`config.mk`:
```
export PLATFORM = sky130hd
export DESIGN_NAME = wb_regfile_flat
export DESIGN_NICKNAME = d
export VERILOG_FILES = /design/src/rtl/cpu_pkg.sv /design/src/rtl/wb_regfile_if.sv /design/src/rtl/wb_trace.sv /design/src/rtl/wb_regfile.sv /design/src/flat_wrapper.sv
export SDC_FILE = /design/constraint.sdc
export NUM_CORES = 2
export LEC_CHECK = 0
export CAP_MARGIN = 20
export CORE_AREA = 5 5 458 460
export CTS_CLUSTER_SIZE = 8
export DETAILED_ROUTE_END_ITERATION = 16
export DIE_AREA = 0 0 463 465
export REMOVE_ABC_BUFFERS = 1
export SLEW_MARGIN = 10
export SYNTH_ARGS = -nofsm -noshare
export SYNTH_HDL_FRONTEND = slang
export SYNTH_SLANG_ARGS = --single-unit
export TNS_END_PERCENT = 100
```
`constraint.sdc`:
```
create_clock -name clk -period 6.3 [get_ports clk]
set_clock_uncertainty 0.05 [all_clocks]
set_input_delay 0.63 -clock clk [delete_from_list [all_inputs] [get_ports clk]]
set_output_delay 0.63 -clock clk [all_outputs]
set_load 0.05 [all_outputs]
```
`src/rtl/cpu_pkg.sv`:
```
// Shared types and constants for the pipeline write-back stage and register file.
package cpu_pkg;

  typedef logic [4:0]  reg_addr_t;
  typedef logic [31:0] word_t;

  localparam reg_addr_t REG_ZERO       = 5'd0;
  localparam word_t     RST_PC_DEFAULT = 32'h0;

endpackage

```
`src/rtl/wb_regfile_if.sv`:
```
// Write-back bundle, decode read ports and retire/trace outputs of wb_regfile.
// Trace signals exist only when WB_TRACE_EN is defined.
interface wb_regfile_if;
  import cpu_pkg::*;

  word_t     pc_wb;
  word_t     wdata_wb;
  reg_addr_t waddr_wb;
  logic [2:0] tnew_wb;
  reg_addr_t rs_addr;
  reg_addr_t rt_addr;
  word_t     rs_data;
  word_t     rt_data;
  word_t     instret;
`ifdef WB_TRACE_EN
  logic      trace_valid;
  word_t     trace_pc;
  reg_addr_t trace_reg;
  word_t     trace_data;
`endif

  modport master (
    output pc_wb, wdata_wb, waddr_wb, tnew_wb, rs_addr, rt_addr,
`ifdef WB_TRACE_EN
    input  trace_valid, trace_pc, trace_reg, trace_data,
`endif
    input  rs_data, rt_data, instret
  );

  modport slave (
    input  pc_wb, wdata_wb, waddr_wb, tnew_wb, rs_addr, rt_addr,
`ifdef WB_TRACE_EN
    output trace_valid, trace_pc, trace_reg, trace_data,
`endif
    output rs_data, rt_data, instret
  );

endinterface

```
`src/rtl/wb_trace.sv`:
```
// Registered write-back trace: one beat per committed register write, all-zero otherwise.
module wb_trace
  import cpu_pkg::*;
(
  input  logic      clk,
  input  logic      reset,
  input  logic      we,
  input  word_t     pc,
  input  reg_addr_t waddr,
  input  word_t     wdata,
  output logic      trace_valid,
  output word_t     trace_pc,
  output reg_addr_t trace_reg,
  output word_t     trace_data
);

  always_ff @(posedge clk) begin
    if (!reset) begin
      trace_valid <= 1'b0;
      trace_pc    <= '0;
      trace_reg   <= '0;
      trace_data  <= '0;
    end else begin
      trace_valid <= we;
      trace_pc    <= we ? pc    : '0;
      trace_reg   <= we ? waddr : '0;
      trace_data  <= we ? wdata : '0;
    end
  end

endmodule

```
`src/rtl/wb_regfile.sv`:
```
// Write-back stage and 32x32 register file with write-through bypass and retire counter.
// Optional registered trace output enabled by macro WB_TRACE_EN.
module wb_regfile
  import cpu_pkg::*;
#(
  parameter int    NREG   = 32,
  parameter word_t RST_PC = RST_PC_DEFAULT
) (
  input  logic         clk,
  input  logic         reset,
  wb_regfile_if.slave  bus
);

  logic  we;
  word_t regs [NREG];
  word_t instret_q;

  // A nonzero tnew in WB is a pipeline bug; the write is dropped but retirement still counts.
  assign we = (bus.waddr_wb != REG_ZERO) && (bus.tnew_wb == 3'd0);

  always_ff @(posedge clk) begin
    if (!reset) begin
      for (int i = 0; i < NREG; i++) regs[i] <= '0;
      instret_q <= '0;
    end else begin
      if (we && (int'(bus.waddr_wb) < NREG)) regs[bus.waddr_wb] <= bus.wdata_wb;
      if (bus.pc_wb != RST_PC) instret_q <= instret_q + 32'd1;
    end
  end

  function automatic word_t read_port(reg_addr_t addr);
    word_t val;
    val = '0;
    if (addr == REG_ZERO)                    val = '0;
    else if (we && (bus.waddr_wb == addr))   val = bus.wdata_wb;
    else if (int'(addr) < NREG)              val = regs[addr];
    return val;
  endfunction

  assign bus.rs_data = read_port(bus.rs_addr);
  assign bus.rt_data = read_port(bus.rt_addr);
  assign bus.instret = instret_q;

`ifdef WB_TRACE_EN
  logic      trace_valid;
  word_t     trace_pc;
  reg_addr_t trace_reg;
  word_t     trace_data;

  wb_trace u_trace (
    .clk         (clk),
    .reset       (reset),
    .we          (we),
    .pc          (bus.pc_wb),
    .waddr       (bus.waddr_wb),
    .wdata       (bus.wdata_wb),
    .trace_valid (trace_valid),
    .trace_pc    (trace_pc),
    .trace_reg   (trace_reg),
    .trace_data  (trace_data)
  );

  assign bus.trace_valid = trace_valid;
  assign bus.trace_pc    = trace_pc;
  assign bus.trace_reg   = trace_reg;
  assign bus.trace_data  = trace_data;
`endif

endmodule

```
`src/flat_wrapper.sv`:
```
// flat-port wrapper written by rule: the top's interface ports become plain ports
module wb_regfile_flat import cpu_pkg::*;
#(
  parameter int    NREG   = 32,
  parameter word_t RST_PC = RST_PC_DEFAULT
)
  (clk, reset, bus_pc_wb, bus_wdata_wb, bus_waddr_wb, bus_tnew_wb, bus_rs_addr, bus_rt_addr, bus_rs_data, bus_rt_data, bus_instret);
  wb_regfile_if bus_i ();
  input  logic clk;
  input  logic reset;
  input wire logic [$bits(bus_i.pc_wb)-1:0] bus_pc_wb;
  input wire logic [$bits(bus_i.wdata_wb)-1:0] bus_wdata_wb;
  input wire logic [$bits(bus_i.waddr_wb)-1:0] bus_waddr_wb;
  input wire logic [$bits(bus_i.tnew_wb)-1:0] bus_tnew_wb;
  input wire logic [$bits(bus_i.rs_addr)-1:0] bus_rs_addr;
  input wire logic [$bits(bus_i.rt_addr)-1:0] bus_rt_addr;
  output wire logic [$bits(bus_i.rs_data)-1:0] bus_rs_data;
  output wire logic [$bits(bus_i.rt_data)-1:0] bus_rt_data;
  output wire logic [$bits(bus_i.instret)-1:0] bus_instret;
  assign bus_i.pc_wb = bus_pc_wb;
  assign bus_i.wdata_wb = bus_wdata_wb;
  assign bus_i.waddr_wb = bus_waddr_wb;
  assign bus_i.tnew_wb = bus_tnew_wb;
  assign bus_i.rs_addr = bus_rs_addr;
  assign bus_i.rt_addr = bus_rt_addr;
  assign bus_rs_data = bus_i.rs_data;
  assign bus_rt_data = bus_i.rt_data;
  assign bus_instret = bus_i.instret;
  wb_regfile #(.NREG(NREG), .RST_PC(RST_PC)) u_core (.clk(clk), .reset(reset), .bus(bus_i));
endmodule
```
After elaboration in Yosys (flattened, before gate mapping)

Memories as Yosys holds them, arrays and structs flattened.
Cells that the tools add are included.

Bits in registers: 32
Latch bits: 0
Memory bits (writable): 1024
ROM bits: 0
Input bits: 84
Output and inout port bits: 96
Logic and storage cells: 25
Memories kept: 1

Add/subtract/negate cells: 1
Multipliers: 0
Divide/modulo/power cells: 0
$lt $le $gt $ge: 0
Equal/unequal tests: 2
Shifts and indexed selects: 0
Mux-type cells: 11
Bitwise operators: 0
Reduce and logical (&&, ||, !) cells: 9

Memories:

| name        | words | bits a word | rd ports | clocked after memory_dff | wr ports | line             | text |
|---|---|---|---|---|---|---|---|
| u_core.regs | 32    | 32          | 2        | 0                        | 32       | wb_regfile.sv:15 | `word_t regs [NREG];` |

Operators with widths:

| kind                  | number |
|---|---|
| $mux 32               | 5 |
| $add 32x1->32 const B | 1 |
| $reduce_bool 32->1    | 1 |
| $reduce_or 32->1      | 1 |
| $eq 5x5->1            | 2 |
| $logic_not 5->1       | 2 |
| $mux 1                | 5 |
| $mux 5                | 1 |
| $reduce_bool 5->1     | 1 |
| $logic_and 1x1->1     | 3 |
| $logic_not 3->1       | 1 |

Depth between registers and ports, before layout

Depth after elaboration: 7
Depth in mapped cells: 10
Depth with buffers taken out: 5

Worst setup path after synthesis

Ideal clock, no wire load.

Path type: input port to flip-flop
From: input port reset
To: memory u_core.regs[21][0] (netlist bit) (enable)
Setup time: 0.466 ns
Data arrival time: 3.776 ns
Data required time: 5.784 ns
Path slack: 2.009 ns
Stages: 5
Buffers on the path: 1
Cell sequence: clkbuf_2 -> nor4b_1 -> and2b_1 -> nand3_1 -> o21ai_0

RTL lines:

| what               | line               | text |
|---|---|---|
| start: declaration | flat_wrapper.sv:10 | `input logic reset;` |
| end: declaration   | wb_regfile.sv:15   |  |

Final worst setup path

From: input port bus_rs_addr[2]
To: output port bus_rs_data[16]

Word-level cells in the longest chain between the ends: 4
Elaborated cells between the ends (all ways): 6
Classes of those cells: eq/ne (1); mux (2); reduce/logical (2); memory (1)

RTL lines:

| what                                                  | line               | text |
|---|---|---|
| start: declaration                                    | flat_wrapper.sv:15 | `input wire logic [$bits(bus_i.rs_addr)-1:0] bus_rs_addr;` |
| branches (longest 3 deep; another with $mem_v2 32x32) | -                  |  |
| $mux 32 *                                             | wb_regfile.sv:34   | `if (addr == REG_ZERO) val = '0;` |
| end: declaration                                      | flat_wrapper.sv:17 | `output wire logic [$bits(bus_i.rs_data)-1:0] bus_rs_data;` |

Mark *: on every way between the ends.

==> flow_metrics.env <==
export IMPL_pwr_share_comb_pct=13.5
export IMPL_num_vias=39300
export IMPL_clkTransAtPathRegs_ns=0.05
export IMPL_initial_utilization_pct=27.7
export IMPL_fmax_mhz=191
export IMPL_synthCells=3990
export IMPL_die_area_um2=215000
export IMPL_crit_required_ns=5.62
export IMPL_clock_root_buffer="clkbuf_16"
export IMPL_tightest_slew_ns=1.21
export IMPL_setup_tns_ns=0
export IMPL_synth_edf_count=1024
export IMPL_cp_max_fo=64
export IMPL_clk_path_buf_depth=3
export IMPL_p_per_area_nw_per_um2=273
export IMPL_finalCriticalPeriod_ns=5.24
export IMPL_grt_start_max_net_pins=72
export IMPL_hold_violations=0
export IMPL_max_stage_delay_ns=0.76
export IMPL_rsz0062_at_grt="no"
export IMPL_post_cts_buffers=0
export IMPL_setup_worst_path_start_class="primary input"
export IMPL_dp_hpwl_um=142000
export IMPL_path_cells="buf_6 -> buf_4 -> buf_4 -> or2_2 -> nor2_1 -> nor4_1 -> buf_4 -> a2111oi_0 -> nor3_1 -> buf_4"
export IMPL_drc=0
export IMPL_seq_area_frac_synth_pct=55.1
export IMPL_hold_path_class="in2reg"
export IMPL_cts_made_buffers=151
export IMPL_cp_num_buf_inv=5
export IMPL_io_pins=180
export IMPL_grt_use_total_pct=20.2
export IMPL_p_switching_uw=4880
export IMPL_seq_area_um2=31400
export IMPL_async_reset_ff_share_pct=0
export IMPL_grt_pass1_vias=39200
export IMPL_synth_area_leaders="edfxtp_1, mux4_2, and2_1"
export IMPL_ctsHoldBuffers=0
export IMPL_setup_viol=0
export IMPL_leakagePower_uw=0.0223
export IMPL_synth_top_area_share_pct=54.0
export IMPL_period_share_pct=83.1
export IMPL_max_slew_margin_pct=19.0
export IMPL_slew_viol_final=0
export IMPL_crit_arrival_ns=4.56
export IMPL_path_class="in2out"
export IMPL_row_count=167
export IMPL_wire_per_inst_um=32.7
export IMPL_grt_pass1_wl_um=310000
export IMPL_ys_seq_elements=1056
export IMPL_firstDrtPassIters=6
export IMPL_dieHeight_um=465
export IMPL_multi_input_area_um2=24200
export IMPL_outcome="finished, final reports clean"
export IMPL_nets=4220
export IMPL_core_area_um2=206000
export IMPL_grt_overflow=0
export IMPL_clock_sinks=1056
export IMPL_final_fill_count=20000
export IMPL_irDropWorstVdd_mv=0.208
export IMPL_ant_nets=0
export IMPL_postSynthAreaPerCell_um2=14.3
export IMPL_area_growth_pct=17.2
export IMPL_ys_types=72
export IMPL_syn_area_um2=57000
export IMPL_drive_gt1_share_pct=23.8
export IMPL_postCtsResizedCells=0
export IMPL_cp_top_family="simple AND/OR/NAND/NOR gates"
export IMPL_gp_congestion=0.880
export IMPL_cap_violations=0
export IMPL_ys_flop_type="edfxtp_1"
export IMPL_endpoint_kind="output pin"
export IMPL_crit_path_frequent_cell="buf_4"
export IMPL_critPathSlowestCell="nor4_1"
export IMPL_wirelength_um=225000
export IMPL_fin_total_pwr_uw=18200
export IMPL_via_per_inst=5.72
export IMPL_p_int_uw=13400
export IMPL_fp_dieW_um=463
export IMPL_clock_latency_ns=0.76
export IMPL_clock_power_share_pct=41.2
export IMPL_dr_first_iter_drc_count=5806
export IMPL_hold_slack_ns=0.207
export IMPL_antenna_found_initial=23
export IMPL_h_tree_depth=4
export IMPL_switching_share_pct=26.7
export IMPL_synth_top_area_cell="edfxtp_1"
export IMPL_power_frac_seq_pct=45.3
export IMPL_io_buffer_count=179
export IMPL_yosysWarnings=0
export IMPL_cts_tree="done"
-- cell usage in the layout, fill, tap and decap left out, types with 50 or more instances in the layout --
cell type        netlist  routed
a21oi_1               64      64
o22ai_1               81      81
mux4_2               438     438
and2_1               995     995
nand2_1               89      89
a22oi_1               87      87
o21ai_0               89      58
nor2_1                82      50
mux2_2                55      55
clkbuf_16              0     153
edfxtp_1            1024    1024
clkdlybuf4s50_1        0     135
buf_4                 34     212
mux2i_1              123     123
-- synth_stat cells, drive strengths merged (44+ instances only) --
master  number
a22oi       87
mux4       443
o22ai       81
mux2i      123
mux2        55
o21ai       89
a21oi       64
nand3       44
and2       995
clkbuf     251
edfxtp    1024
nand2       89
nor2        82
buf        165
-- kinds of logic after synthesis --
kind of cell               after synthesis  share of synthesized area, %
buffers and inverters                  429                          3.70
AOI/OAI and AO/OA                      454                          5.39
and+or+nand+nor                       1415                          14.8
DFF                                   1056                          55.1
adders and majority gates                1                        0.0220
other                                    1                       0.00658
muxes                                  621                          20.8
xor gates and xnor gates                13                         0.200
-- power groups by stage --
stage	Sequential (uW)	Clock (uW)	Combinational [uW]
floorplan	8320	0	1200
global placement	8360	0	2420
detailed placement	8380	0	2440
CTS	8250	7590	2440
global route	8290	7870	2520
finish	8260	7510	2470
-- final timing paths --
kind | start | end | slack [ns] | depth (start not counted)
hold reg to reg | u_core.bus.instret[31] | u_core.bus.instret[31] | 0.43 | 2
setup reg to reg | u_core.bus.instret[4] | u_core.bus.instret[29] | 3.65 | 5
hold / removal | reset | u_core.bus.instret[31] | 0.21 | 3
setup / recovery | bus_rs_addr[2] | bus_rs_data[16] | 1.06 | 10
-- registers in the layout (all words and copies together) (netlist names) --
register and flops:
u_core.bus.instret 32, u_core.regs 1024
-- layer usage --
metal	global-route usage, %	vias up	wire, um
met5	0	-	57
met4	12.5	8	15900
met3	5.06	642	25300
met2	31.8	2885	102000
met1	25.1	20200	81700
li1	-	15600	-
-- area by class of cell --
type	count	area share [%]
Antenna cell	9	0.0337
Clock buffer	163	5.80
Clock inverter	15	0.493
Inverter	13	0.0768
Multi-Input combinational cell	2536	36.3
Sequential cell	1056	47.0
Tap cell	2704	5.07
Timing Repair Buffer	377	5.23
-- worst reg2reg max path, stage by stage, from the launching register on --
cell and delay (ns):
dfxtp_1 0.40, and4_1 0.32, and3_1 0.29, nand4_1 0.63, or4_1 0.72, a21oi_1 0.16
-- through the flow --
step / setup slack (ns) / instance area, um2 / utilization [%] / instances
final: 1.06 / 66800 / 32.5 / 6873
after CTS: 1.23 / 66700 / 32.4 / 6862
after floorplan: 1.55 / 55000 / - / 3605
after detailed placement: 1.23 / 62500 / 30.4 / 6684
after global routing: 1.08 / 66800 / 32.5 / 6865
after global placement: 1.24 / 62300 / 30.3 / 6676
Note: power is estimated with default switching activity, not from simulation.
